`config.mk`:
```
export PLATFORM = sky130hd
export DESIGN_NAME = dma_channel_regfile_flat
export DESIGN_NICKNAME = d
export VERILOG_FILES = /design/src/rtl/dma_channel_regfile_pkg.sv /design/src/rtl/dma_channel_regfile_if.sv /design/src/rtl/dma_channel_regfile_chan_ctr.sv /design/src/rtl/dma_channel_regfile.sv /design/src/flat_wrapper.sv
export SDC_FILE = /design/constraint.sdc
export NUM_CORES = 1
export LEC_CHECK = 0
export CAP_MARGIN = 40
export CORE_MARGIN = 3
export CORE_UTILIZATION = 55
export CTS_CLUSTER_DIAMETER = 100
export DETAILED_ROUTE_END_ITERATION = 6
export GPL_TIMING_DRIVEN = 1
export PLACE_DENSITY = 0.77
export SLEW_MARGIN = 20
export SYNTH_ARGS = -nofsm -noshare
export SYNTH_HDL_FRONTEND = slang
export SYNTH_SLANG_ARGS = --single-unit
```
`constraint.sdc`:
```
create_clock -name CLOCK -period 3.2 [get_ports CLOCK]
set_clock_uncertainty 0.15 [all_clocks]
set_input_delay 0.48 -clock CLOCK [delete_from_list [all_inputs] [get_ports CLOCK]]
set_output_delay 0.48 -clock CLOCK [all_outputs]
set_load 0.03 [all_outputs]
```
`src/rtl/dma_channel_regfile_pkg.sv`:
```
// Shared types for the DMA channel register file: register selects and the
// per-channel mode layout.
package dma_pkg;

    localparam int MODE_W = 6;

    typedef enum logic [3:0] {
        REG_ADDR        = 4'd0,
        REG_COUNT       = 4'd1,
        REG_CMD         = 4'd2,
        REG_MODE        = 4'd3,
        REG_MASK_SINGLE = 4'd4,
        REG_MASK_ALL    = 4'd5,
        REG_REQ         = 4'd6,
        REG_STATUS      = 4'd7,
        REG_STATUS_HI   = 4'd8,
        REG_TEMP        = 4'd9,
        REG_CLR_PTR     = 4'd10,
        REG_MASTER_CLR  = 4'd11
    } reg_sel_e;

    typedef struct packed {
        logic [1:0] mode;
        logic [1:0] xfer_type;
        logic       decrement;
        logic       autoinit;
    } mode_t;

    function automatic int unsigned max_nb(input int unsigned a, input int unsigned b);
        return (a > b) ? a : b;
    endfunction

endpackage

```
`src/rtl/dma_channel_regfile_if.sv`:
```
// Program-mode byte bus between the CPU bus decode (master) and the
// register file (slave).
interface dma_channel_regfile_if #(
    parameter int NUM_CH = 4
) ();
    localparam int CH_W = $clog2(NUM_CH);

    logic            PROG_WE;
    logic            PROG_RE;
    logic [3:0]      PROG_SEL;
    logic [CH_W-1:0] PROG_CH;
    logic [7:0]      PROG_WDATA;
    logic [7:0]      PROG_RDATA;

    modport master (
        output PROG_WE, PROG_RE, PROG_SEL, PROG_CH, PROG_WDATA,
        input  PROG_RDATA
    );

    modport slave (
        input  PROG_WE, PROG_RE, PROG_SEL, PROG_CH, PROG_WDATA,
        output PROG_RDATA
    );
endinterface

```
`src/rtl/dma_channel_regfile_chan_ctr.sv`:
```
// One channel's base/current address and word count: byte-wise programming,
// per-transfer step, wrap, terminal-count detect and base reload.
module dma_chan_ctr #(
    parameter int ADDR_W = 16,
    parameter int CNT_W  = 16
) (
    input  logic              clk_i,
    input  logic              rst_ni,
    input  logic              clr_i,
    input  logic              addr_we_i,
    input  logic              cnt_we_i,
    input  logic [1:0]        byte_idx_i,
    input  logic [7:0]        wdata_i,
    input  logic              step_i,
    input  logic              dec_i,
    input  logic              reload_i,
    output logic [ADDR_W-1:0] cur_addr_o,
    output logic [CNT_W-1:0]  cur_cnt_o,
    output logic              tc_o
);
    localparam int unsigned NB_A = ADDR_W / 8;
    localparam int unsigned NB_C = CNT_W / 8;

    logic [ADDR_W-1:0] base_addr_q, base_addr_d;
    logic [ADDR_W-1:0] cur_addr_q,  cur_addr_d;
    logic [CNT_W-1:0]  base_cnt_q,  base_cnt_d;
    logic [CNT_W-1:0]  cur_cnt_q,   cur_cnt_d;

    always_comb begin
        base_addr_d = base_addr_q;
        cur_addr_d  = cur_addr_q;
        base_cnt_d  = base_cnt_q;
        cur_cnt_d   = cur_cnt_q;
        tc_o        = step_i && (cur_cnt_q == '0);

        if (step_i) begin
            cur_addr_d = dec_i ? cur_addr_q - ADDR_W'(1) : cur_addr_q + ADDR_W'(1);
            cur_cnt_d  = cur_cnt_q - CNT_W'(1);
            if (tc_o && reload_i) begin
                cur_addr_d = base_addr_q;
                cur_cnt_d  = base_cnt_q;
            end
        end

        for (int unsigned b = 0; b < NB_A; b++) begin
            if (addr_we_i && (32'(byte_idx_i) == b)) begin
                base_addr_d[8*b +: 8] = wdata_i;
                cur_addr_d[8*b +: 8]  = wdata_i;
            end
        end
        for (int unsigned b = 0; b < NB_C; b++) begin
            if (cnt_we_i && (32'(byte_idx_i) == b)) begin
                base_cnt_d[8*b +: 8] = wdata_i;
                cur_cnt_d[8*b +: 8]  = wdata_i;
            end
        end
    end

    always_ff @(posedge clk_i) begin
        if (!rst_ni || clr_i) begin
            base_addr_q <= '0;
            cur_addr_q  <= '0;
            base_cnt_q  <= '0;
            cur_cnt_q   <= '0;
        end else begin
            base_addr_q <= base_addr_d;
            cur_addr_q  <= cur_addr_d;
            base_cnt_q  <= base_cnt_d;
            cur_cnt_q   <= cur_cnt_d;
        end
    end

    assign cur_addr_o = cur_addr_q;
    assign cur_cnt_o  = cur_cnt_q;

endmodule

```
`src/rtl/dma_channel_regfile.sv`:
```
// 8237-style DMA datapath register file for NUM_CH channels.
// Build option DMA_AUTOINIT_EN enables autoinitialise reload on terminal count.
module dma_channel_regfile
    import dma_pkg::*;
#(
    parameter int NUM_CH = 4,
    parameter int ADDR_W = 16,
    parameter int CNT_W  = 16
) (
    input  logic                       CLOCK,
    input  logic                       RESET_N,
    dma_channel_regfile_if.slave       prog,
    input  logic                       XFER_STEP,
    input  logic [$clog2(NUM_CH)-1:0]  ACTIVE_CH,
    input  logic [NUM_CH-1:0]          DREQ_IN,
    output logic [ADDR_W-1:0]          CUR_ADDR,
    output logic                       TC,
    output logic [NUM_CH-1:0]          MASK_OUT,
    output logic [NUM_CH-1:0]          REQ_OUT,
    output logic [NUM_CH*MODE_W-1:0]   MODE_OUT,
    output logic [7:0]                 CMD_OUT
);
    localparam int          CH_W = $clog2(NUM_CH);
    localparam int unsigned NB_A = ADDR_W / 8;
    localparam int unsigned NB_C = CNT_W / 8;

    reg_sel_e          sel;
    logic              wr, rd, ac_sel, master_clr, prog_hits_active;
    logic [NUM_CH-1:0] addr_we, cnt_we, step_v, tc_evt;
    logic [ADDR_W-1:0] ch_addr [NUM_CH];
    logic [CNT_W-1:0]  ch_cnt  [NUM_CH];

    logic [1:0]        ptr_q, ptr_d;
    logic [NUM_CH-1:0] mask_q, mask_d;
    logic [NUM_CH-1:0] req_q, req_d;
    logic [NUM_CH-1:0] status_q, status_d;
    logic [7:0]        cmd_q, cmd_d;
    logic [7:0]        temp_q, temp_d;
    logic [7:0]        rdata_q, rdata_d;
    logic              tc_q;
    mode_t             mode_q [NUM_CH];
    mode_t             mode_d [NUM_CH];

    mode_t             mode_wr;
    logic [CH_W-1:0]   mode_ch;
    logic [7:0]        tc_ext, dreq_ext;
    int unsigned       nb_sel;

    always_comb begin
        sel              = reg_sel_e'(prog.PROG_SEL);
        wr               = prog.PROG_WE;
        rd               = prog.PROG_RE && !prog.PROG_WE;
        ac_sel           = (sel == REG_ADDR) || (sel == REG_COUNT);
        master_clr       = wr && (sel == REG_MASTER_CLR);
        // A program write to the channel being serviced drops that step entirely
        prog_hits_active = wr && ac_sel && (prog.PROG_CH == ACTIVE_CH);
        addr_we = '0;
        cnt_we  = '0;
        step_v  = '0;
        for (int unsigned c = 0; c < NUM_CH; c++) begin
            addr_we[c] = wr && (sel == REG_ADDR)  && (32'(prog.PROG_CH) == c);
            cnt_we[c]  = wr && (sel == REG_COUNT) && (32'(prog.PROG_CH) == c);
            step_v[c]  = XFER_STEP && !prog_hits_active && (32'(ACTIVE_CH) == c);
        end
    end

    for (genvar c = 0; c < NUM_CH; c++) begin : g_ch
        dma_chan_ctr #(
            .ADDR_W (ADDR_W),
            .CNT_W  (CNT_W)
        ) u_ctr (
            .clk_i      (CLOCK),
            .rst_ni     (RESET_N),
            .clr_i      (master_clr),
            .addr_we_i  (addr_we[c]),
            .cnt_we_i   (cnt_we[c]),
            .byte_idx_i (ptr_q),
            .wdata_i    (prog.PROG_WDATA),
            .step_i     (step_v[c]),
            .dec_i      (mode_q[c].decrement),
            .reload_i   (mode_q[c].autoinit),
            .cur_addr_o (ch_addr[c]),
            .cur_cnt_o  (ch_cnt[c]),
            .tc_o       (tc_evt[c])
        );
    end

    always_comb begin
        ptr_d    = ptr_q;
        mask_d   = mask_q;
        req_d    = req_q;
        status_d = status_q;
        cmd_d    = cmd_q;
        temp_d   = temp_q;
        rdata_d  = rdata_q;
        mode_d   = mode_q;

        tc_ext   = '0;
        tc_ext[NUM_CH-1:0] = status_q;
        dreq_ext = '0;
        dreq_ext[NUM_CH-1:0] = DREQ_IN;

        mode_wr = mode_t'(prog.PROG_WDATA[7:2]);
`ifndef DMA_AUTOINIT_EN
        mode_wr.autoinit = 1'b0;
`endif
        mode_ch = (NUM_CH > 4) ? prog.PROG_CH : prog.PROG_WDATA[CH_W-1:0];

        nb_sel = (sel == REG_ADDR) ? NB_A : NB_C;
        if ((wr || rd) && ac_sel) begin
            ptr_d = (32'(ptr_q) >= nb_sel - 1) ? '0 : ptr_q + 2'd1;
        end

        if (wr) begin
            case (sel)
                REG_CLR_PTR:     ptr_d = '0;
                REG_CMD:         cmd_d = prog.PROG_WDATA;
                REG_MODE:        if (32'(mode_ch) < NUM_CH) mode_d[mode_ch] = mode_wr;
                REG_MASK_SINGLE: mask_d[prog.PROG_CH] = prog.PROG_WDATA[2];
                REG_MASK_ALL:    mask_d = prog.PROG_WDATA[NUM_CH-1:0];
                REG_REQ:         req_d[prog.PROG_CH] = prog.PROG_WDATA[2];
                default:         ;
            endcase
        end

        if (rd) begin
            case (sel)
                REG_ADDR:      rdata_d = 8'(ch_addr[prog.PROG_CH] >> (8 * ptr_q));
                REG_COUNT:     rdata_d = 8'(ch_cnt[prog.PROG_CH] >> (8 * ptr_q));
                REG_STATUS:    rdata_d = {dreq_ext[3:0], tc_ext[3:0]};
                REG_STATUS_HI: rdata_d = {dreq_ext[7:4], tc_ext[7:4]};
                REG_TEMP:      rdata_d = temp_q;
                default:       rdata_d = '0;
            endcase
        end

        // A TC landing on the same edge as a status read survives the clear
        for (int unsigned c = 0; c < NUM_CH; c++) begin
            if (rd && (sel == REG_STATUS) && (c < 4))     status_d[c] = 1'b0;
            if (rd && (sel == REG_STATUS_HI) && (c >= 4)) status_d[c] = 1'b0;
            if (tc_evt[c]) begin
                status_d[c] = 1'b1;
                req_d[c]    = 1'b0;
                if (!mode_q[c].autoinit) mask_d[c] = 1'b1;
            end
        end
    end

    always_ff @(posedge CLOCK) begin
        if (!RESET_N || master_clr) begin
            ptr_q    <= '0;
            mask_q   <= '1;
            req_q    <= '0;
            status_q <= '0;
            cmd_q    <= '0;
            temp_q   <= '0;
            rdata_q  <= '0;
            tc_q     <= 1'b0;
            for (int unsigned c = 0; c < NUM_CH; c++) mode_q[c] <= '0;
        end else begin
            ptr_q    <= ptr_d;
            mask_q   <= mask_d;
            req_q    <= req_d;
            status_q <= status_d;
            cmd_q    <= cmd_d;
            temp_q   <= temp_d;
            rdata_q  <= rdata_d;
            tc_q     <= |tc_evt;
            mode_q   <= mode_d;
        end
    end

    always_comb begin
        MODE_OUT = '0;
        for (int unsigned c = 0; c < NUM_CH; c++) MODE_OUT[c*MODE_W +: MODE_W] = mode_q[c];
    end

    assign prog.PROG_RDATA = rdata_q;
    assign CUR_ADDR        = ch_addr[ACTIVE_CH];
    assign TC              = tc_q;
    assign MASK_OUT        = mask_q;
    assign REQ_OUT         = req_q;
    assign CMD_OUT         = cmd_q;

endmodule

```
`src/flat_wrapper.sv`:
```
// flat-port wrapper written by rule: the top's interface ports become plain ports
module dma_channel_regfile_flat import dma_pkg::*;
#(
    parameter int NUM_CH = 4,
    parameter int ADDR_W = 16,
    parameter int CNT_W  = 16
)
  (CLOCK, RESET_N, XFER_STEP, ACTIVE_CH, DREQ_IN, CUR_ADDR, TC, MASK_OUT, REQ_OUT, MODE_OUT, CMD_OUT, prog_PROG_WE, prog_PROG_RE, prog_PROG_SEL, prog_PROG_CH, prog_PROG_WDATA, prog_PROG_RDATA);
  dma_channel_regfile_if #(.NUM_CH(NUM_CH)) prog_i ();
  input  logic CLOCK;
  input  logic RESET_N;
  input  logic XFER_STEP;
  input  logic [$clog2(NUM_CH)-1:0] ACTIVE_CH;
  input  logic [NUM_CH-1:0] DREQ_IN;
  output logic [ADDR_W-1:0] CUR_ADDR;
  output logic TC;
  output logic [NUM_CH-1:0] MASK_OUT;
  output logic [NUM_CH-1:0] REQ_OUT;
  output logic [NUM_CH*MODE_W-1:0] MODE_OUT;
  output logic [7:0] CMD_OUT;
  input wire logic [$bits(prog_i.PROG_WE)-1:0] prog_PROG_WE;
  input wire logic [$bits(prog_i.PROG_RE)-1:0] prog_PROG_RE;
  input wire logic [$bits(prog_i.PROG_SEL)-1:0] prog_PROG_SEL;
  input wire logic [$bits(prog_i.PROG_CH)-1:0] prog_PROG_CH;
  input wire logic [$bits(prog_i.PROG_WDATA)-1:0] prog_PROG_WDATA;
  output wire logic [$bits(prog_i.PROG_RDATA)-1:0] prog_PROG_RDATA;
  assign prog_i.PROG_WE = prog_PROG_WE;
  assign prog_i.PROG_RE = prog_PROG_RE;
  assign prog_i.PROG_SEL = prog_PROG_SEL;
  assign prog_i.PROG_CH = prog_PROG_CH;
  assign prog_i.PROG_WDATA = prog_PROG_WDATA;
  assign prog_PROG_RDATA = prog_i.PROG_RDATA;
  dma_channel_regfile #(.NUM_CH(NUM_CH), .ADDR_W(ADDR_W), .CNT_W(CNT_W)) u_core (.CLOCK(CLOCK), .RESET_N(RESET_N), .prog(prog_i), .XFER_STEP(XFER_STEP), .ACTIVE_CH(ACTIVE_CH), .DREQ_IN(DREQ_IN), .CUR_ADDR(CUR_ADDR), .TC(TC), .MASK_OUT(MASK_OUT), .REQ_OUT(REQ_OUT), .MODE_OUT(MODE_OUT), .CMD_OUT(CMD_OUT));
endmodule
```
======== Word-level counts from Yosys, hierarchy flattened ========
Cells that the tools add are included.
W data, S select, Z words.
word-level totals
  register bits ........................... 311
  latch bits .............................. 0
  RAM bits ................................ 0
  ROM bits ................................ 0
  memories kept ........................... 0
cells by class
  $add $sub $neg .......................... 13
  multiply operators ...................... 0
  div/mod/pow operators ................... 0
  magnitude comparators ................... 7
  eq/ne operators ......................... 17
  shift operators ......................... 2
  muxes and demuxes ....................... 72
  bitwise gates (word level) .............. 3
  reduce and logical (&&, ||, !) cells .... 89
operators by type and width
  operator                 count
  $mux W16                 26
  $mux W8                  16
  $sub A16 B1 Y16 const B  8
  $bmux W16 S2             3
  $add A16 B1 Y16 const B  4
  $logic_not A16 Y1        4
  $logic_and A1 B1 Y1      47
  $reduce_bool A2 Y1       20
  $shr A16 B5 Y8           2
  $bwmux W24               1
  $pmux W8 S3              1
  $eq A4 B3 Y1 const B     4
  $mux W1                  14
  $demux W6 S2             1
  $ge A3 B3 Y1 const B     3
  $not A2 Y3               3
  $bwmux W4                2
  $eq A2 B2 Y1 const B     4
  $eq A4 B2 Y1 const B     2
  $eq A4 B4 Y1 const B     2
  $mux W2                  4
  $pmux W4 S2              1
  $reduce_or A2 Y1         4
  $eq A2 B1 Y1 const B     3
  other kinds (15)         24

======== Depth between registers and ports, before layout ========
Gate-level depths: netlist of the first run.
  depth after elaboration ................. 12
  depth in mapped cells ................... 10
  depth with buffers taken out ............ 9

======== Modules after synthesis ========
A second synthesis of the first run with hierarchy kept.
unflattened totals
  cell total of the unflattened synthesis .. 2,304
  area total of the unflattened synthesis .. 18,735.5 um^2
modules (own cells, without submodules)
  module                                   instances  cells each  area each (um^2)  sequential area each (um^2)
  dma_chan_ctr (u_core.g_ch[0].u_ctr ...)  2          501         3,856.2           1,281.2
  dma_chan_ctr (u_core.g_ch[3].u_ctr)      1          467         3,681.0           1,281.2
  dma_channel_regfile                      1          371         3,678.5           1,021.0
  dma_chan_ctr (u_core.g_ch[2].u_ctr)      1          464         3,663.5           1,281.2

======== Least setup slack after synthesis of the first run ========
OpenSTA, ideal clock, no wires.
  path type ............................... reg-to-reg
  start point ............................. register u_core.mode_q (netlist bit u_core.MODE_OUT[1])
  end point ............................... register u_core.g_ch[0].u_ctr.cur_addr_q[14]
  data arrival time ....................... 2.666 ns
  required time ........................... 2.920 ns
  path slack .............................. 0.254 ns
  stages on the path, launching flop included .. 9
  path buffers ............................ 0
  path through ............................ dfxtp_1 ha_1 and3_1 a221oi_1 nor3_1 or4_1 a41oi_1 xor2_1 o22ai_1
on the way
  cells in the longest elaborated chain, start to end .. 4
RTL lines
  element                 RTL line                            source
  from (decl)             dma_channel_regfile.sv:41           mode_t mode_q [NUM_CH];
  from (signal assigned)  dma_channel_regfile.sv:169          mode_q <= mode_d;
  $mux W16                dma_channel_regfile_chan_ctr.sv:37  cur_addr_d = dec_i ? cur_addr_q - ADDR_W'(1) : cur_addr_q + ADDR_W'(1);
  $mux W16                dma_channel_regfile_chan_ctr.sv:39  if (tc_o && reload_i) begin
  $mux W16                dma_channel_regfile_chan_ctr.sv:36  if (step_i) begin
  $mux W8                 dma_channel_regfile_chan_ctr.sv:46  if (addr_we_i && (32'(byte_idx_i) == b)) begin
  to (signal assigned)    dma_channel_regfile_chan_ctr.sv:67  cur_addr_q <= cur_addr_d;
  to (decl)               dma_channel_regfile_chan_ctr.sv:25  logic [ADDR_W-1:0] cur_addr_q, cur_addr_d;
Every way passes these cells. The select of a mux whose other input is x is not followed.
A chain may end at the register's enable or synchronous reset.

======== Worst setup path in the final report of the first run ========
  start point ............................. input ACTIVE_CH[0]
  end point ............................... output CUR_ADDR[12]
on the way
  cells in the longest elaborated chain, start to end .. 4
RTL lines
  element                                       RTL line                    source
  from (decl)                                   flat_wrapper.sv:13          input logic [$clog2(NUM_CH)-1:0] ACTIVE_CH;
  $not A2 Y3 (not written as such)              dma_channel_regfile.sv:179  assign CUR_ADDR = ch_addr[ACTIVE_CH];
  $bmux W16 S2                                  dma_channel_regfile.sv:179
  $mux W16 (not written as such) (2 in series)  dma_channel_regfile.sv:179
  to (decl)                                     flat_wrapper.sv:15          output logic [ADDR_W-1:0] CUR_ADDR;
Every way passes these cells. The select of a mux whose other input is x is not followed.

==> metrics.md, run 1 <==
| Metric | Value |
|---|---|
| Area Overhead vs Synth | `16.8%` |
| Max_slew headroom | `0.561` |
| Layout net count | `1608` |
| Cells after Synth | `1422` |
| DRT Pass-1 Iters | `7` |
| GR Util All Layers | `0.326` |
| Hold path endpoint | `u_core.REQ_OUT[2]` |
| Max-cap violation count | `0` |
| Path depth of the worst reg2reg path | `8` |
| Synth cell types | `76` |
| Fin. Hold Viols | `0` |
| Synthesized cell area | `0.0122 sq mm` |
| Top cell type's share of synthesized area | `0.294` |
| Root Buffer | `clkbuf_16` |
| Die height | `155 microns` |
| Hold-critical path depth | `2` |
| Crit-path max FO | `17` |
| Core ar. | `0.0214 sq mm` |
| Hold Startpoint | `u_core.REQ_OUT[2]` |
| Setup TNS Final | `0 ns` |
| DIE AREA | `0.0240 sq mm` |
| Vias per inst | `6.71` |
| Status | `complete, no violations` |
| I/O pins | `90` |
| Most used cell, CP | `clkdlybuf4s50_1` |
| CTS Buf Count | `17` |
| Initial antenna violation count | `0` |
| Die W | `155 microns` |
| Setup Fix Bufs, Post-CTS | `0` |
| R2r endpoint | `u_core.g_ch[0].u_ctr.cur_addr_o[14]` |
| Ys flop type | `dfxtp_1` |
| DRC Markers | `0` |
| Max clock buf depth | `2` |
| Origin of the worst setup path | `ACTIVE_CH[0]` |
| Worst path cell trace | `clkdlybuf4s50_1, buf_4, mux4_2, clkdlybuf4s50_1` |
| Grt ovf | `0` |
| Hold buffers post-CTS | `0` |
| Crit path largest cell delay | `0.62 ns` |
| Dpl hpwl | `28400 microns` |
| Worst setup SP type | `primary input` |
| H-Tree Depth | `4` |
| Vias in the first global route | `11000` |
| Critical Path RT | `2.57 ns` |
| Cell family with most CP delay | `buffers and inverters` |
| Register bit total from synthesis | `179` |
| Initial Util | `0.570` |
| GPL Wtd Cong | `1.02` |
| Slowest cell on the critical path | `clkdlybuf4s50_1` |
| # port buffers | `85` |
| Final min period | `3.06 ns` |
| Routed Antenna Nets | `0` |
| Yosys top cell by area | `dfxtp_1` |
| Clk pin slew, worst setup/hold paths | `0.08 ns` |
| FILL cells | `1722` |
| Max-slew violations | `0` |
| Period utilization | `0.956` |
| Sink Count | `179` |
| Worst path buffer plus inverter count | `3` |
| Post-Route WL | `39800 microns` |
| Max frequency | `0.327 GHz` |
| First-pass GRT wire length | `61900 microns` |
| CP endpoint kind | `output pin` |
| Synth top area cells | `dfxtp_1 (29%), mux4_2 (10%), ha_1 (6.8%)` |
| Worst R2R Setup Slack | `0.18 ns` |
| Slew at the pin with the worst max-slew slack | `0.656 ns` |
| Inserted Diodes | `0` |
| Layout cells sized above 1 | `0.126` |
| Vias | `12100` |
| Max VDD drop | `270 uV` |
| Asr flop ratio synth | `0` |
| WL/cell | `22.1 microns` |
| First DRT Iteration DRCs | `1634` |
| Ys Warns | `0` |
| Crit Path Category | `in -> out` |
| RSZ-0062 raised after global routing | `no` |
| Crit path DAT | `2.43 ns` |
| Row count | `53` |
| Hold Slack | `0.308 ns` |
| PwrDens | `376 mW/mm^2` |
| Worst Hold Class | `reg -> reg` |
| Gates resized, CTS repair | `0` |
| Final setup viols | `0` |
| Number of flops mapped to enable cells by yosys | `0` |
| TritonCTS clock tree | `done` |
| Avg Cell Area, Syn | `8.56 sq um` |
| Largest net degree at the start of global routing | `58` |
| Clock Latency Late Sink | `0.45 ns` |
| Static leakage | `5.55 nW` |
| Sequential element share of the synthesized area | `0.294` |
| Fin worst setup slack | `0.141 ns` |
| Post-Place Worst Slack | `0.154 ns` |
| Worst reg2reg path startpoint | `u_core.MODE_OUT[1]` |
[worst register-to-register path, stage by stage, from the launching register on]
cell and delay (ns):
dfxtp_1 0.40, fa_1 0.49, a21o_1 0.21, a221oi_1 0.50, nor3_1 0.11, or4_1 0.53
a41oi_1 0.27, xor2_1 0.17, o22ai_1 0.08
[layout by cell type (no fill, tap or decap), drive strengths merged, types with 44 or more instances in the layout]
cell type	n
mux4	56
nor2	151
ha	66
o21ai	56
nand2	132
buf	80
dfxtp	179
clkdlybuf4s50	75
nor3	44
nand3	46
a21oi	136
[state kept, by name, indices dropped and copies added (netlist names)]
name                          cells
u_core.CMD_OUT                    8
u_core.MASK_OUT                   4
u_core.MODE_OUT                  20
u_core.REQ_OUT                    4
u_core.TC                         1
u_core.g_ch.u_ctr.cur_addr_o     64
u_core.g_ch.u_ctr.cur_cnt_o      64
u_core.prog.PROG_RDATA            8
u_core.ptr_q                      2
u_core.status_q                   4
[cells by family (layout without fill, tap and decap cells)]
kind of cell | count (synthesis) | count (layout) | synth area share
buf+inv | 115 | 216 | 0.0390
compound gates | 428 | 428 | 0.229
other cells | 1 | 4 | 0.000308
flops | 179 | 179 | 0.294
xor+xnor | 65 | 65 | 0.0474
mux | 80 | 80 | 0.123
simple gates | 484 | 484 | 0.192
fa+ha+maj | 70 | 70 | 0.0744
[report_power, final]
group / leakage [nW] / switching, mW / internal, mW
clock network: 0.299 / 1.12 / 1.08
registers: 1.45 / 0.0892 / 2.29
logic: 3.80 / 0.465 / 0.299
total: 5.55 / 1.68 / 3.67
[metal layers]
| metal | share of wire | GRT usage | wire (microns) | vias to the layer above |
|---|---|---|---|---|
| met2 | 0.43 | 0.494 | 17300 | 744 |
| met3 | 0.12 | 0.0627 | 4900 | 119 |
| met4 | 0.041 | 0.124 | 1650 | 0 |
| li1 | - | - | - | 5553 |
| met1 | 0.40 | 0.463 | 16000 | 5677 |
| met5 | 0 | 0 | 0 | - |
[worst max-delay path by stage]
stage / endpoint / slack, ns / depth (start not counted)
floorplan: u_core.g_ch[0].u_ctr.cur_addr_o[14] / 0.25 / 8
global placement: CUR_ADDR[12] / 0.18 / 4
detailed placement: u_core.g_ch[1].u_ctr.cur_addr_o[10] / 0.15 / 8
CTS: CUR_ADDR[12] / 0.15 / 4
global route: u_core.g_ch[0].u_ctr.cur_addr_o[14] / 0.01 / 8
finish: CUR_ADDR[12] / 0.14 / 4
[synthesized netlist by cell type, types with 4 or more instances]
cell type  count
mux2i_1       24
buf_1         10
a22oi_1       38
ha_1          66
mux4_2        56
nand2b_1      15
a21o_1        21
buf_4          9
a21oi_1      135
o21bai_1       6
or4_1          5
o311ai_0       7
xnor2_1       32
nor3_1        41
inv_1         29
o21a_1         7
nand4_1        9
and3_1        23
nor2b_1       11
a221oi_1      27
dfxtp_1      179
or4_4          4
a211oi_1      26
nand2_1      131
fa_1           4
buf_2          7
o2111ai_1      5
nor4_1         6
and2_1         7
a31oi_1       19
xor2_1        32
clkbuf_1      60
or3_1          8
a32oi_1        6
nor2_1       150
nand3_1       46
nor4b_1        4
o211ai_1      15
o21ai_0       56
o22ai_1       30
[metrics by stage]
step                std cells  utilization  cell area (sq um)  power [mW]
finish                   1801        0.666              14200        5.35
detailed placement       1769        0.637              13600        3.17
global route             1801        0.666              14200        5.51
CTS                      1801        0.666              14200        5.32
floorplan                1425            -              12200        2.90
global placement         1769        0.637              13600        3.15
[area by class of cell]
cell class | count | area (sq um) | share of cell area
Inverter | 29 | 109 | 0.00766
Tap cell | 275 | 344 | 0.0242
Sequential cell | 179 | 3580 | 0.252
Timing Repair Buffer | 155 | 1410 | 0.0991
Clock inverter | 15 | 200 | 0.0141
Clock buffer | 17 | 425 | 0.0299
Multi-Input combinational cell | 1131 | 8150 | 0.573
Note: power is estimated with default switching activity, not from simulation.
==> inputs of run 2 (changes only) <==
==> constraint.sdc (replaced) <==
create_clock -name CLOCK -period 3.2 [get_ports CLOCK]
set_clock_uncertainty 0.15 [all_clocks]
set_input_delay 0.64 -clock CLOCK [delete_from_list [all_inputs] [get_ports CLOCK]]
set_output_delay 0.64 -clock CLOCK [all_outputs]
set_load 0.03 [all_outputs]
==> run 2 against run 1 <==
Effect of this change: final area grew 1.1%; register-to-register slack better by 0.04 ns; sequential share of layout area fell by 0.27 points; critical path depth grew 1; maximum frequency shrank 1.3%; sequential power about the same; clock power barely moved.
==> metrics.md, run 2 (synthesis results as in run 1) <==
| Metric | Value |
|---|---|
| Status | `complete, no violations` |
| Setup TNS Final | `0 ns` |
| Most frequent cells in the layout | `dfxtp_1 (179), nor2_1 (150), a21oi_1 (135), nand2_1 (130), buf_4 (97)` |
| Hold-critical path depth | `2` |
| Initial antenna violation count | `0` |
| Die height | `155 microns` |
| WL/cell | `21.8 microns` |
| GR Util All Layers | `0.324` |
| Worst reg2reg path startpoint | `u_core.MODE_OUT[1]` |
| FILL cells | `1721` |
| RSZ-0062 raised after global routing | `no` |
| Fin cells | `1824` |
| Fin. Hold Viols | `0` |
| Inserted Diodes | `0` |
| Initial Util | `0.570` |
| I/O pins | `90` |
| Multi-input gate area | `0.00815 sq mm` |
| DRC Markers | `0` |
| Die W | `155 microns` |
| Clock Latency Late Sink | `0.45 ns` |
| Clk pin slew, worst setup/hold paths | `0.08 ns` |
| Crit path DAT | `2.31 ns` |
| Final min period | `3.10 ns` |
| Hold path endpoint | `u_core.CMD_OUT[5]` |
| Crit Path Category | `in -> out` |
| Max_slew headroom | `0.633` |
| Vias in the first global route | `11100` |
| Path depth of the worst reg2reg path | `9` |
| Max VDD drop | `300 uV` |
| TritonCTS clock tree | `done` |
| Final setup viols | `0` |
| Register area | `0.00358 sq mm` |
| Layout cells sized above 1 | `0.139` |
| Most common cell after layout, fill and taps aside | `dfxtp_1` |
| Area Overhead vs Synth | `18.0%` |
| DIE AREA | `0.0240 sq mm` |
| Core ar. | `0.0214 sq mm` |
| First-pass GRT wire length | `61500 microns` |
| Dpl hpwl | `28700 microns` |
| Max clock buf depth | `2` |
| Post-Route WL | `39800 microns` |
| Crit-path max FO | `11` |
| Period utilization | `0.969` |
| First DRT Iteration DRCs | `1656` |
| R2r endpoint | `u_core.g_ch[0].u_ctr.cur_addr_o[14]` |
| GPL Wtd Cong | `0.976` |
| Max frequency | `0.323 GHz` |
| Placed Instances | `1792` |
| Sink Count | `179` |
| Worst R2R Setup Slack | `0.22 ns` |
| Vias per inst | `6.70` |
| Setup Fix Bufs, Post-CTS | `0` |
| Worst setup SP type | `primary input` |
| Root Buffer | `clkbuf_16` |
| Hold Startpoint | `u_core.CMD_OUT[5]` |
| DRT Pass-1 Iters | `6` |
| PwrDens | `373 mW/mm^2` |
| Max-cap violation count | `0` |
| H-Tree Depth | `4` |
| Slew at the pin with the worst max-slew slack | `0.548 ns` |
| Grt ovf | `0` |
| Row count | `53` |
| Critical Path RT | `2.41 ns` |
| Vias | `12200` |
| Max-slew violations | `0` |
| Static leakage | `5.69 nW` |
| CP endpoint kind | `output pin` |
| CTS Buf Count | `17` |
| Layout net count | `1631` |
| Routed Antenna Nets | `0` |
| # port buffers | `85` |
| Worst Hold Class | `reg -> reg` |
| Largest net degree at the start of global routing | `63` |
==> run 2: final cells by class <==
cell class              instances  share of cell area
multi-input cells            1131               0.567
well taps                     275              0.0239
clock buffers                  17              0.0296
flip-flops and latches        179               0.249
inverters                      29             0.00758
clock inverters                15              0.0140
repair buffers                178               0.108
==> run 2: worst max-delay path, stage by stage <==
cell,delay [ns]
clkdlybuf4s50_1,0.51
buf_12,0.16
buf_4,0.22
mux4_2,0.57
buf_4,0.19
==> run 2: worst max path at each step <==
stage                     slack (ns)                                 end          from  cells past startpoint
after floorplan                 0.13                        CUR_ADDR[10]  ACTIVE_CH[1]                      3
after detailed placement       -0.05  u_core.g_ch[2].u_ctr.cur_cnt_o[14]  ACTIVE_CH[1]                      9
after global placement         -0.03                        CUR_ADDR[10]  ACTIVE_CH[1]                      4
after CTS                        0.1                        CUR_ADDR[14]  ACTIVE_CH[1]                      5
final                            0.1                        CUR_ADDR[14]  ACTIVE_CH[1]                      5
after global routing            0.05                        CUR_ADDR[14]  ACTIVE_CH[1]                      5
==> run 2: repair_timing <==
action,CTS,global route
hold buffers,0,0
resized for setup,8,0
endpoints found under the setup margin,8,0
==> run 2: power by group <==
group | switching, mW | total [mW] | internal [mW]
Clock | 1.13 | 2.21 | 1.08
Combinational | 0.459 | 0.767 | 0.308
Sequential | 0.0906 | 2.38 | 2.29
==> run 2: metrics by stage <==
step	instance area (sq um)	utilization	setup WS, ns	power (mW)	hold slack [ns]
final	14400	0.673	0.0998	5.35	0.309
after global routing	14400	0.673	0.0491	5.50	0.328
after CTS	14400	0.673	0.0975	5.32	0.313
after detailed placement	13800	0.644	-0.0550	3.17	0.302
after global placement	13800	0.644	-0.0294	3.16	0.292
after floorplan	12200	-	0.132	2.90	0.286
==> run 2: routing by layer <==
layer  wire length, microns  track usage  part of all wire  up-vias
li1                       -            -                 -     5596
met5                      0            0                 0        -
met1                  16100        0.458              0.41     5737
met2                  17300        0.491              0.43      763
met3                   4650       0.0551              0.12      120
met4                   1730        0.138             0.044        0
